==> src/rtl/axi_lite_pkg.sv <==
// Shared AXI4-Lite types: address/data/response widths, response codes and the
// single-beat command record used by local request ports.
package axi_lite_pkg;

    localparam int ADDR_W = 32;
    localparam int DATA_W = 32;
    localparam int STRB_W = DATA_W / 8;

    typedef logic [ADDR_W-1:0] addr_t;
    typedef logic [DATA_W-1:0] data_t;
    typedef logic [1:0]        resp_t;

    localparam resp_t RESP_OKAY   = 2'b00;
    localparam resp_t RESP_EXOKAY = 2'b01;
    localparam resp_t RESP_SLVERR = 2'b10;
    localparam resp_t RESP_DECERR = 2'b11;

    typedef struct packed {
        logic  write;
        addr_t addr;
        data_t wdata;
    } axi_lite_cmd_t;

    function automatic logic resp_is_err(input resp_t resp);
        return resp != RESP_OKAY;
    endfunction

endpackage

==> src/rtl/axi_lite_if.sv <==
// AXI4-Lite bus bundle (AR, R, AW, W, B) with master and slave views.
interface axi_lite_if;
    import axi_lite_pkg::*;

    addr_t               araddr;
    logic                arvalid;
    logic                arready;
    data_t               rdata;
    resp_t               rresp;
    logic                rvalid;
    logic                rready;
    addr_t               awaddr;
    logic                awvalid;
    logic                awready;
    data_t               wdata;
    logic [STRB_W-1:0]   wstrb;
    logic                wvalid;
    logic                wready;
    resp_t               bresp;
    logic                bvalid;
    logic                bready;

    modport master (
        output araddr, arvalid, rready, awaddr, awvalid, wdata, wstrb, wvalid, bready,
        input  arready, rdata, rresp, rvalid, awready, wready, bresp, bvalid
    );

    modport slave (
        input  araddr, arvalid, rready, awaddr, awvalid, wdata, wstrb, wvalid, bready,
        output arready, rdata, rresp, rvalid, awready, wready, bresp, bvalid
    );

endinterface

==> src/rtl/axi_lite_master.sv <==
// Single-outstanding AXI4-Lite initiator bridging a local cmd/rsp port to the bus.
// Define AXI_LITE_MASTER_PARALLEL_AW_W_EN to issue AW and W concurrently.
module axi_lite_master
    import axi_lite_pkg::*;
#(
    parameter int CNT_W = 16
) (
    input  logic              aclk,
    input  logic              areset,
    input  logic              cmd_valid,
    output logic              cmd_ready,
    input  logic              cmd_write,
    input  logic [ADDR_W-1:0] cmd_addr,
    input  logic [DATA_W-1:0] cmd_wdata,
    output logic              rsp_valid,
    input  logic              rsp_ready,
    output logic              rsp_write,
    output logic [DATA_W-1:0] rsp_rdata,
    output logic [1:0]        rsp_resp,
    output logic [CNT_W-1:0]  rd_cnt,
    output logic [CNT_W-1:0]  wr_cnt,
    output logic [CNT_W-1:0]  err_cnt,
    axi_lite_if.master        m_axi_lite
);

    typedef enum logic [2:0] {
        ST_IDLE,
        ST_RADDR,
        ST_RDATA,
`ifdef AXI_LITE_MASTER_PARALLEL_AW_W_EN
        ST_WADDRDATA,
`else
        ST_WADDR,
        ST_WDATA,
`endif
        ST_WRESP,
        ST_RSP
    } state_t;

    localparam int CNT_RD  = 0;
    localparam int CNT_WR  = 1;
    localparam int CNT_ERR = 2;
    localparam int N_CNT   = 3;

    state_t        state_reg;
    state_t        state_next;
    axi_lite_cmd_t cmd_reg;
    logic          rsp_write_reg;
    data_t         rsp_rdata_reg;
    resp_t         rsp_resp_reg;

    logic ar_valid;
    logic r_ready;
    logic aw_valid;
    logic w_valid;
    logic b_ready;
    logic ar_hs;
    logic aw_hs;
    logic w_hs;
    logic rd_done;
    logic wr_done;

    logic [N_CNT-1:0] cnt_inc;
    logic [CNT_W-1:0] cnt_reg [N_CNT];

`ifdef AXI_LITE_MASTER_PARALLEL_AW_W_EN
    logic aw_done_reg;
    logic w_done_reg;
`endif

    // Every handshake output is a decode of registered state only.
    always_comb begin
        cmd_ready = (state_reg == ST_IDLE);
        rsp_valid = (state_reg == ST_RSP);
        ar_valid  = (state_reg == ST_RADDR);
        r_ready   = (state_reg == ST_RDATA);
        b_ready   = (state_reg == ST_WRESP);
`ifdef AXI_LITE_MASTER_PARALLEL_AW_W_EN
        aw_valid  = (state_reg == ST_WADDRDATA) && !aw_done_reg;
        w_valid   = (state_reg == ST_WADDRDATA) && !w_done_reg;
`else
        aw_valid  = (state_reg == ST_WADDR);
        w_valid   = (state_reg == ST_WDATA);
`endif
    end

    assign ar_hs   = ar_valid && m_axi_lite.arready;
    assign aw_hs   = aw_valid && m_axi_lite.awready;
    assign w_hs    = w_valid && m_axi_lite.wready;
    assign rd_done = r_ready && m_axi_lite.rvalid;
    assign wr_done = b_ready && m_axi_lite.bvalid;

    // Payload buses read as zero whenever their valid is low.
    assign m_axi_lite.arvalid = ar_valid;
    assign m_axi_lite.araddr  = ar_valid ? cmd_reg.addr : '0;
    assign m_axi_lite.rready  = r_ready;
    assign m_axi_lite.awvalid = aw_valid;
    assign m_axi_lite.awaddr  = aw_valid ? cmd_reg.addr : '0;
    assign m_axi_lite.wvalid  = w_valid;
    assign m_axi_lite.wdata   = w_valid ? cmd_reg.wdata : '0;
    assign m_axi_lite.wstrb   = w_valid ? '1 : '0;
    assign m_axi_lite.bready  = b_ready;

    always_comb begin
        state_next = state_reg;
        case (state_reg)
            ST_IDLE: begin
                if (cmd_valid) begin
`ifdef AXI_LITE_MASTER_PARALLEL_AW_W_EN
                    state_next = cmd_write ? ST_WADDRDATA : ST_RADDR;
`else
                    state_next = cmd_write ? ST_WADDR : ST_RADDR;
`endif
                end
            end
            ST_RADDR: if (ar_hs) state_next = ST_RDATA;
            ST_RDATA: if (rd_done) state_next = ST_RSP;
`ifdef AXI_LITE_MASTER_PARALLEL_AW_W_EN
            ST_WADDRDATA: begin
                if ((aw_done_reg || aw_hs) && (w_done_reg || w_hs)) begin
                    state_next = ST_WRESP;
                end
            end
`else
            ST_WADDR: if (aw_hs) state_next = ST_WDATA;
            ST_WDATA: if (w_hs) state_next = ST_WRESP;
`endif
            ST_WRESP: if (wr_done) state_next = ST_RSP;
            ST_RSP:   if (rsp_ready) state_next = ST_IDLE;
            default:  state_next = ST_IDLE;
        endcase
    end

    always_ff @(posedge aclk) begin
        if (areset) begin
            state_reg     <= ST_IDLE;
            cmd_reg       <= '0;
            rsp_write_reg <= 1'b0;
            rsp_rdata_reg <= '0;
            rsp_resp_reg  <= RESP_OKAY;
        end else begin
            state_reg <= state_next;
            if (cmd_ready && cmd_valid) begin
                cmd_reg <= '{write: cmd_write, addr: cmd_addr, wdata: cmd_wdata};
            end
            if (rd_done) begin
                rsp_write_reg <= cmd_reg.write;
                rsp_rdata_reg <= m_axi_lite.rdata;
                rsp_resp_reg  <= m_axi_lite.rresp;
            end
            if (wr_done) begin
                rsp_write_reg <= cmd_reg.write;
                rsp_rdata_reg <= '0;
                rsp_resp_reg  <= m_axi_lite.bresp;
            end
        end
    end

`ifdef AXI_LITE_MASTER_PARALLEL_AW_W_EN
    // Each channel drops its valid after its own handshake; flags clear outside the merged state.
    always_ff @(posedge aclk) begin
        if (areset || state_reg != ST_WADDRDATA) begin
            aw_done_reg <= 1'b0;
            w_done_reg  <= 1'b0;
        end else begin
            if (aw_hs) aw_done_reg <= 1'b1;
            if (w_hs)  w_done_reg  <= 1'b1;
        end
    end
`endif

    assign cnt_inc[CNT_RD]  = rd_done;
    assign cnt_inc[CNT_WR]  = wr_done;
    assign cnt_inc[CNT_ERR] = (rd_done && resp_is_err(m_axi_lite.rresp))
                           || (wr_done && resp_is_err(m_axi_lite.bresp));

    // Statistics counters wrap freely.
    generate
        for (genvar gi = 0; gi < N_CNT; gi++) begin : g_cnt
            always_ff @(posedge aclk) begin
                if (areset) begin
                    cnt_reg[gi] <= '0;
                end else if (cnt_inc[gi]) begin
                    cnt_reg[gi] <= cnt_reg[gi] + CNT_W'(1);
                end
            end
        end
    endgenerate

    assign rd_cnt    = cnt_reg[CNT_RD];
    assign wr_cnt    = cnt_reg[CNT_WR];
    assign err_cnt   = cnt_reg[CNT_ERR];
    assign rsp_write = rsp_write_reg;
    assign rsp_rdata = rsp_rdata_reg;
    assign rsp_resp  = rsp_resp_reg;

endmodule
==> src/flat_wrapper.sv <==
// flat-port wrapper written by rule: the top's interface ports become plain ports
module axi_lite_master_flat import axi_lite_pkg::*;
#(
    parameter int CNT_W = 16
)
  (aclk, areset, cmd_valid, cmd_ready, cmd_write, cmd_addr, cmd_wdata, rsp_valid, rsp_ready, rsp_write, rsp_rdata, rsp_resp, rd_cnt, wr_cnt, err_cnt, m_axi_lite_araddr, m_axi_lite_arvalid, m_axi_lite_rready, m_axi_lite_awaddr, m_axi_lite_awvalid, m_axi_lite_wdata, m_axi_lite_wstrb, m_axi_lite_wvalid, m_axi_lite_bready, m_axi_lite_arready, m_axi_lite_rdata, m_axi_lite_rresp, m_axi_lite_rvalid, m_axi_lite_awready, m_axi_lite_wready, m_axi_lite_bresp, m_axi_lite_bvalid);
  axi_lite_if m_axi_lite_i ();
  input  logic aclk;
  input  logic areset;
  input  logic cmd_valid;
  output logic cmd_ready;
  input  logic cmd_write;
  input  logic [ADDR_W-1:0] cmd_addr;
  input  logic [DATA_W-1:0] cmd_wdata;
  output logic rsp_valid;
  input  logic rsp_ready;
  output logic rsp_write;
  output logic [DATA_W-1:0] rsp_rdata;
  output logic [1:0] rsp_resp;
  output logic [CNT_W-1:0] rd_cnt;
  output logic [CNT_W-1:0] wr_cnt;
  output logic [CNT_W-1:0] err_cnt;
  output wire logic [$bits(m_axi_lite_i.araddr)-1:0] m_axi_lite_araddr;
  output wire logic [$bits(m_axi_lite_i.arvalid)-1:0] m_axi_lite_arvalid;
  output wire logic [$bits(m_axi_lite_i.rready)-1:0] m_axi_lite_rready;
  output wire logic [$bits(m_axi_lite_i.awaddr)-1:0] m_axi_lite_awaddr;
  output wire logic [$bits(m_axi_lite_i.awvalid)-1:0] m_axi_lite_awvalid;
  output wire logic [$bits(m_axi_lite_i.wdata)-1:0] m_axi_lite_wdata;
  output wire logic [$bits(m_axi_lite_i.wstrb)-1:0] m_axi_lite_wstrb;
  output wire logic [$bits(m_axi_lite_i.wvalid)-1:0] m_axi_lite_wvalid;
  output wire logic [$bits(m_axi_lite_i.bready)-1:0] m_axi_lite_bready;
  input wire logic [$bits(m_axi_lite_i.arready)-1:0] m_axi_lite_arready;
  input wire logic [$bits(m_axi_lite_i.rdata)-1:0] m_axi_lite_rdata;
  input wire logic [$bits(m_axi_lite_i.rresp)-1:0] m_axi_lite_rresp;
  input wire logic [$bits(m_axi_lite_i.rvalid)-1:0] m_axi_lite_rvalid;
  input wire logic [$bits(m_axi_lite_i.awready)-1:0] m_axi_lite_awready;
  input wire logic [$bits(m_axi_lite_i.wready)-1:0] m_axi_lite_wready;
  input wire logic [$bits(m_axi_lite_i.bresp)-1:0] m_axi_lite_bresp;
  input wire logic [$bits(m_axi_lite_i.bvalid)-1:0] m_axi_lite_bvalid;
  assign m_axi_lite_araddr = m_axi_lite_i.araddr;
  assign m_axi_lite_arvalid = m_axi_lite_i.arvalid;
  assign m_axi_lite_rready = m_axi_lite_i.rready;
  assign m_axi_lite_awaddr = m_axi_lite_i.awaddr;
  assign m_axi_lite_awvalid = m_axi_lite_i.awvalid;
  assign m_axi_lite_wdata = m_axi_lite_i.wdata;
  assign m_axi_lite_wstrb = m_axi_lite_i.wstrb;
  assign m_axi_lite_wvalid = m_axi_lite_i.wvalid;
  assign m_axi_lite_bready = m_axi_lite_i.bready;
  assign m_axi_lite_i.arready = m_axi_lite_arready;
  assign m_axi_lite_i.rdata = m_axi_lite_rdata;
  assign m_axi_lite_i.rresp = m_axi_lite_rresp;
  assign m_axi_lite_i.rvalid = m_axi_lite_rvalid;
  assign m_axi_lite_i.awready = m_axi_lite_awready;
  assign m_axi_lite_i.wready = m_axi_lite_wready;
  assign m_axi_lite_i.bresp = m_axi_lite_bresp;
  assign m_axi_lite_i.bvalid = m_axi_lite_bvalid;
  axi_lite_master #(.CNT_W(CNT_W)) u_core (.aclk(aclk), .areset(areset), .cmd_valid(cmd_valid), .cmd_ready(cmd_ready), .cmd_write(cmd_write), .cmd_addr(cmd_addr), .cmd_wdata(cmd_wdata), .rsp_valid(rsp_valid), .rsp_ready(rsp_ready), .rsp_write(rsp_write), .rsp_rdata(rsp_rdata), .rsp_resp(rsp_resp), .rd_cnt(rd_cnt), .wr_cnt(wr_cnt), .err_cnt(err_cnt), .m_axi_lite(m_axi_lite_i));
endmodule
==> config.mk <==
export PLATFORM = sky130hd
export DESIGN_NAME = axi_lite_master_flat
export DESIGN_NICKNAME = d
export VERILOG_FILES = /design/src/rtl/axi_lite_pkg.sv /design/src/rtl/axi_lite_if.sv /design/src/rtl/axi_lite_master.sv /design/src/flat_wrapper.sv
export SDC_FILE = /design/constraint.sdc
export NUM_CORES = 1
export LEC_CHECK = 0
export ABC_AREA = 1
export CAP_MARGIN = 40
export CELL_PAD_IN_SITES_DETAIL_PLACEMENT = 0
export CELL_PAD_IN_SITES_GLOBAL_PLACEMENT = 1
export CORE_MARGIN = 3
export CORE_UTILIZATION = 30
export DETAILED_ROUTE_END_ITERATION = 10
export PLACE_DENSITY_LB_ADDON = 0.1
export SYNTH_ARGS = -nofsm -noshare
export SYNTH_HDL_FRONTEND = slang
export SYNTH_SLANG_ARGS = --single-unit
==> constraint.sdc <==
create_clock -name aclk -period 2.64 [get_ports aclk]
set_clock_uncertainty 0.2 [all_clocks]
set_input_delay 0.792 -clock aclk [delete_from_list [all_inputs] [get_ports aclk]]
set_output_delay 0.792 -clock aclk [all_outputs]
set_load 0.02 [all_outputs]
==> results of run 1 <==
final cells by class:
cell class,count,area (um2)
Fill cell,2425,12300
Sequential cell,151,3510
Timing Repair Buffer,326,2850
Multi-Input combinational cell,611,2810
Inverter,133,499
Clock buffer,18,450
Tap cell,313,392
Clock inverter,14,136
Antenna cell,1,2.50
through the flow:
| stage | utilization | power [mW] | cells | TNS, ns |
|---|---|---|---|---|
| after floorplan | - | 4.80 | 942 | 0 |
| after global placement | 0.458 | 6.05 | 1534 | 0 |
| after detailed placement | 0.458 | 6.06 | 1534 | -0.0635 |
| after CTS | 0.471 | 8.47 | 1566 | 0 |
| after global routing | 0.465 | 8.85 | 1567 | -0.0891 |
| final | 0.465 | 8.31 | 1567 | 0 |
final timing paths:
kind	endpoint	from	slack, ns	cells after the start
worst max-delay path	m_axi_lite_wdata[17]	u_core.state_reg[0]	0.09	5
worst min-delay path	u_core.cmd_reg[17]	u_core.cmd_reg[17]	0.25	2
worst max register to register	u_core.cnt_reg[2][10]	u_core.cnt_reg[2][0]	0.59	8
worst min register to register	u_core.cmd_reg[17]	u_core.cmd_reg[17]	0.25	2
layer usage:
metal,wire length (um),share of wire
met1,9570,0.41
met2,11100,0.48
met3,2090,0.090
met4,373,0.016
met5,14,0.00060
power by group:
part / switching (mW) / internal [mW] / leakage [nW] / total [mW]
combinational: 1.64 / 1.06 / 2.76 / 2.71
sequential: 0.236 / 2.92 / 1.35 / 3.16
clock: 1.07 / 1.38 / 0.283 / 2.45
total: 2.95 / 5.37 / 4.39 / 8.31
cells in the final DEF (no fill, tap or decap), types with 8 or more instances in the layout:
cell	Yosys	routed
a21oi_1	127	127
buf_12	0	8
buf_2	16	80
buf_4	4	20
clkbuf_16	0	18
clkbuf_2	0	11
clkdlybuf4s15_2	0	10
clkdlybuf4s50_1	0	192
dfxtp_1	103	100
edfxtp_1	48	48
inv_1	128	127
nand2_1	161	159
nand3_1	29	29
nand4_1	10	10
nor2_1	157	156
nor3_1	10	10
o21ai_0	80	80
cell families after synthesis:
logic type | share of synthesized area
DFF | 0.495
adders and majority gates | 0.00531
buffers and inverters | 0.109
AOI/OAI and AO/OA | 0.148
and+or+nand+nor | 0.232
xor gates and xnor gates | 0.00990
cells in the mapped netlist:
library cell  count  share of area
a21oi_1         127          0.090
a21oi_2           1         0.0012
buf_1             2         0.0011
buf_2            16          0.011
buf_4             4         0.0042
buf_6             8          0.013
clkbuf_1         17         0.0090
clkinv_1          1        0.00053
dfxtp_1         103           0.29
edfxtp_1         48           0.20
ha_1              3         0.0053
inv_1           128          0.068
inv_2             4         0.0021
nand2_1         161          0.085
nand2_2           5         0.0044
nand3_1          29          0.021
nand3_2           1         0.0014
nand3b_1          2         0.0021
nand4_1          10         0.0088
nor2_1          157          0.083
nor2_2            4         0.0035
nor2_4            3         0.0048
nor2_8            1         0.0028
nor3_1           10         0.0071
nor3_2            2         0.0028
o21ai_0          80          0.057
o21ai_1           1        0.00071
or2_2             6         0.0053
xnor2_1           4         0.0050
xor2_1            4         0.0050
worst register-to-register path: stages (launching register included):
cell      delay (ns)
edfxtp_1        0.41
ha_1            0.21
nand2_1         0.09
nor2_1          0.23
nand3_1         0.17
nor2_1          0.24
nand3_1         0.10
nand2_1         0.10
nor2_2          0.03
==> run metrics, run 1 <==
status completed; CTS Buffer Depth 2; slowest CP cell dfxtp_2; die area 25500 um2; Area Growth Syn to Fin 50.6%; Req. time, crit path 1.65 ns; Initial Util 0.309; Setup Buffers After CTS 0; hold_buf cts 0; Peak Freq 392 MHz; Post-CTS Resized 369; HPWL after detailed placement 17.4 mm; Leakage 4.39 nW; Worst-Margin Slew 0.505 ns; antenna-violating nets left 0; Synth Net Count 1055; Area after DPL 10500 um2; Max Slew Vio Count 0; worst-path maximum fanout 17; type of origin of the critical path flop; total track usage 0.178; Yosys reg bits 151; drt total wl 23.1 mm; router iterations before antenna repair 4; worst-path cell chain nor2_2 > nand2_2 > buf_6 > nor2_1 > clkdlybuf4s15_2; Worst-path clk slew 0.06 ns; VDD IR max 0.363 mV; Most Crowded Layer GR met2; Min Clock Period, post-route 2.55 ns; crit path buf inv count 2; CTS tree yes; core area 22900 um2; routing usage on met2 0.299; Largest delay share family, worst path buffers and inverters; relative slew slack 0.661; PortBufs 299; first-pass GRT wire length 36.7 mm; DRT iter0 DRCs 297; drt wl/cell 14.8 um; max cap viols 0; CTS H-tree depth 4; CTS sink cnt 151; count of final setup violators 0; Seq/Total Area, Yosys 0.495; grt met3 use 0.0713; CP Class flop to output pin; Synth Cell Area 7080 um2; Skew-Pair Late Insertion Delay 0.42 ns; largest net degree at the start of global routing 68; vias in the first global route 6673; Critical Path Max Stage Delay 0.35 ns; worst hold margin 0.251 ns; Final Wtd Congestion 0.803; final instance area 10700 um2; met1 usage 0.210; max reg flops 65; vias per inst 4.40; worst setup margin 0.0914 ns; CP Capture Type output pin; Remaining Overflow, GRT 0; # nets final 1353; CTS Root Cell clkbuf_16; Hold Vio Cnt, Final 0; Syn Inst Count 942; Worst Hold Class flop to flop; I/O pin cnt 300; initial antenna violation count 2; Yosys Warn Count 0; drc violations 0; vias 6888; Die Height 160 um; CP Data Arrival Time 1.56 ns; layout cells sized above 1 0.156; Tcrit/Tclk final 0.965; total CTS buffers 17; num rows 55; DP Worst Slack -0.0469 ns; Synth cell types 30; DIE WIDTH 160 um; Power Dens Cells 780 nW/um2; synthesized area per cell 7.51 um2
Power figures use the tool's default switching activity.
==> run 2, diff against run 1 <==
--- a/config.mk
+++ b/config.mk
@@ -11,7 +11,9 @@
 export CELL_PAD_IN_SITES_GLOBAL_PLACEMENT = 1
 export CORE_MARGIN = 3
 export CORE_UTILIZATION = 30
+export CTS_CLUSTER_SIZE = 10
 export DETAILED_ROUTE_END_ITERATION = 10
+export GPL_TIMING_DRIVEN = 1
 export PLACE_DENSITY_LB_ADDON = 0.1
 export SYNTH_ARGS = -nofsm -noshare
 export SYNTH_HDL_FRONTEND = slang
==> results of run 2 <==
No change in the layout: final DEF, timing and power equal those of run 1.
==> run 3, diff against run 2 <==
--- a/config.mk
+++ b/config.mk
@@ -10,7 +10,7 @@
 export CELL_PAD_IN_SITES_DETAIL_PLACEMENT = 0
 export CELL_PAD_IN_SITES_GLOBAL_PLACEMENT = 1
 export CORE_MARGIN = 3
-export CORE_UTILIZATION = 30
+export CORE_UTILIZATION = 32
 export CTS_CLUSTER_SIZE = 10
 export DETAILED_ROUTE_END_ITERATION = 10
 export GPL_TIMING_DRIVEN = 1
==> constraint.sdc (replaced) <==
create_clock -name aclk -period 3.05 [get_ports aclk]
set_clock_uncertainty 0.2 [all_clocks]
set_input_delay 0.915 -clock aclk [delete_from_list [all_inputs] [get_ports aclk]]
set_output_delay 0.915 -clock aclk [all_outputs]
set_load 0.02 [all_outputs]
==> run 3 against run 2 <==
Wire length fell by 1.4%; sequential share of layout area is 0.56 points lower; final cell count decreased by 2.9%; final area grew 1.6%; sequential power is 14% lower; critical path depth rose by 1; utilization increased by 4.2 points; global-route usage is 0.83 points higher; count of clock-buffer cells in the layout grew 7; first-iteration DRC count rose by 10%; via count shrank 1.2%; non-clock buffer count shrank 6; highest routed layer is now met4.
==> run metrics, run 3 (synthesis gave the netlist of run 1 again) <==
reg2reg start u_core.state_reg[2]; commonest non-fill, non-tap cell in the layout clkdlybuf4s50_1; Hold Path Sink u_core.cmd_reg[27]; Critical Path Max Stage Delay 0.40 ns (+0.05 ns); total CTS buffers 17 (unchanged); Area Growth Syn to Fin 52.9%; Min Clock Period, post-route 2.91 ns; core area 21400 um2 (-6.8%); VDD IR max 0.370 mV (+2.0%); hold path startpoint u_core.cmd_reg[27]; die area 23900 um2 (-6.0%); relative slew slack 0.742 (+0.0815); Max Slew Vio Count 0 (unchanged); HPWL after detailed placement 17.0 mm (-2.4%); Reg-to-Reg End u_core.cnt_reg[2][11]; hold_buf cts 0 (unchanged); commonest cells after routing, fill and taps aside clkdlybuf4s50_1 (194), nand2_1 (160), nor2_1 (156); crit path buf inv count 3 (+1); Die Height 155 um (-3.1%); Worst-path clk slew 0.06 ns (about the same); DRT iter0 DRCs 327 (+10%); num rows 53 (-3.6%); R2R Setup Slk 0.99 ns (+0.40 ns); vias per inst 4.47 (+1.7%); setup_tns 0 ns (unchanged); drc violations 0 (unchanged); drt total wl 22.8 mm (-1.4%); CP Class flop to output pin; CP Capture Type output pin; CTS sink cnt 151 (unchanged); CP Data Arrival Time 1.80 ns (+0.24 ns); I/O pin cnt 300 (unchanged); Leakage 4.56 nW (+3.8%); Remaining Overflow, GRT 0 (unchanged); Worst Hold Class flop to flop; Req. time, crit path 1.93 ns (+0.28 ns); max reg flops 65 (unchanged); Worst Reg-to-Reg Cells 7 (-1); DIE WIDTH 155 um (-3.1%); count of final setup violators 0 (unchanged); CTS H-tree depth 4 (unchanged); WHS Path Cells 2 (unchanged); RSZ-0062 raised after global routing no; Largest delay share family, worst path buffers and inverters; CTS Buffer Depth 2 (unchanged); Tcrit/Tclk final 0.955; Hold Vio Cnt, Final 0 (unchanged); slowest CP cell dlygate4sd2_1; Skew-Pair Late Insertion Delay 0.42 ns (about the same); CTS tree yes; largest net degree at the start of global routing 68 (unchanged); layout cells sized above 1 0.0810 (-0.0754); Initial Util 0.331 (+0.0226); Power Dens Cells 664 nW/um2 (-15%); CTS Root Cell clkbuf_16; type of origin of the critical path flop; Worst-Margin Slew 0.384 ns (-0.121 ns); final core utilization 0.507 (+0.0418); max cap viols 0 (unchanged); n_diodes 0 (-1); # nets final 1347 (-0.44%); drt wl/cell 15.0 um (+1.5%); worst-path maximum fanout 34 (+17); status completed; initial antenna violation count 0 (-2); vias in the first global route 6581 (-1.4%); first-pass GRT wire length 35.8 mm (-2.5%); Peak Freq 343 MHz; total track usage 0.187 (+0.00835); worst-path cell chain buf_4 > nor2_2 > nand2_1 > buf_12 > nor2_1 > dlygate4sd2_1; antenna-violating nets left 0 (unchanged); vias 6803 (-1.2%); PortBufs 299 (unchanged); router iterations before antenna repair 4 (unchanged); Final Wtd Congestion 0.791 (-1.4%)
==> run 3: metrics by stage <==
step                power, mW  cells  worst slack, ns  hold slack [ns]  cell area (um2)
floorplan                4.15    942            0.361            0.230             7080
global placement         5.19   1490            0.134            0.241            10400
detailed placement       5.20   1490            0.153            0.242            10400
CTS                      7.29   1522          0.00152            0.253            10900
global route             7.63   1522         0.000280            0.270            10800
finish                   7.18   1522            0.138            0.249            10800
==> run 3: worst max path at each step <==
| stage | from | to | slack, ns | cells past startpoint |
|---|---|---|---|---|
| 2_1_floorplan | u_core.state_reg[1] | m_axi_lite_awaddr[11] | 0.36 | 6 |
| 3_3_place_gp | u_core.state_reg[0] | m_axi_lite_awaddr[14] | 0.13 | 6 |
| 3_5_place_dp | u_core.state_reg[0] | m_axi_lite_awaddr[14] | 0.15 | 6 |
| 4_1_cts | u_core.state_reg[2] | m_axi_lite_rready | 0.002 | 5 |
| 5_1_grt | u_core.state_reg[0] | m_axi_lite_araddr[16] | 0.0003 | 6 |
| 6_report | u_core.state_reg[0] | m_axi_lite_wdata[15] | 0.14 | 6 |
==> run 3: area by class of cell <==
type	instances	area (um2)
fillers	2158	10500
flip-flops and latches	151	3500
repair buffers	320	3060
multi-input cells	611	2810
clock buffers	25	551
inverters	133	502
well taps	275	344
clock inverters	7	51.3
==> run 3: power by group <==
| group | total, mW | switching [mW] | internal (mW) |
|---|---|---|---|
| combinational | 2.33 | 1.43 | 0.899 |
| clock | 2.13 | 0.863 | 1.27 |
| sequential | 2.72 | 0.200 | 2.52 |
| total | 7.18 | 2.49 | 4.69 |
==> run 3: timing repair <==
item                                   CTS  global route
setup endpoints to repair              104            52
resized for setup                      104            57
pin swaps                                0             0
endpoints found under the hold margin    0             0
setup buffers                            0             0
==> run 3: tightest hold or removal path, delay by kind of cell (launching register included) <==
kind / cells / cell delay [ns]
AO/OA/AOI/OAI: 1 / 0.05
flip-flops: 1 / 0.30
buffers and inverters: 1 / 0.06
==> run 3: layer usage <==
layer  track usage  routed length (um)  up-vias
li1              -                   -     3587
met1         0.226                9680     3003
met2         0.313               11000      197
met3        0.0725                1920       16
met4        0.0450                 218        0
met5             0                   0        -
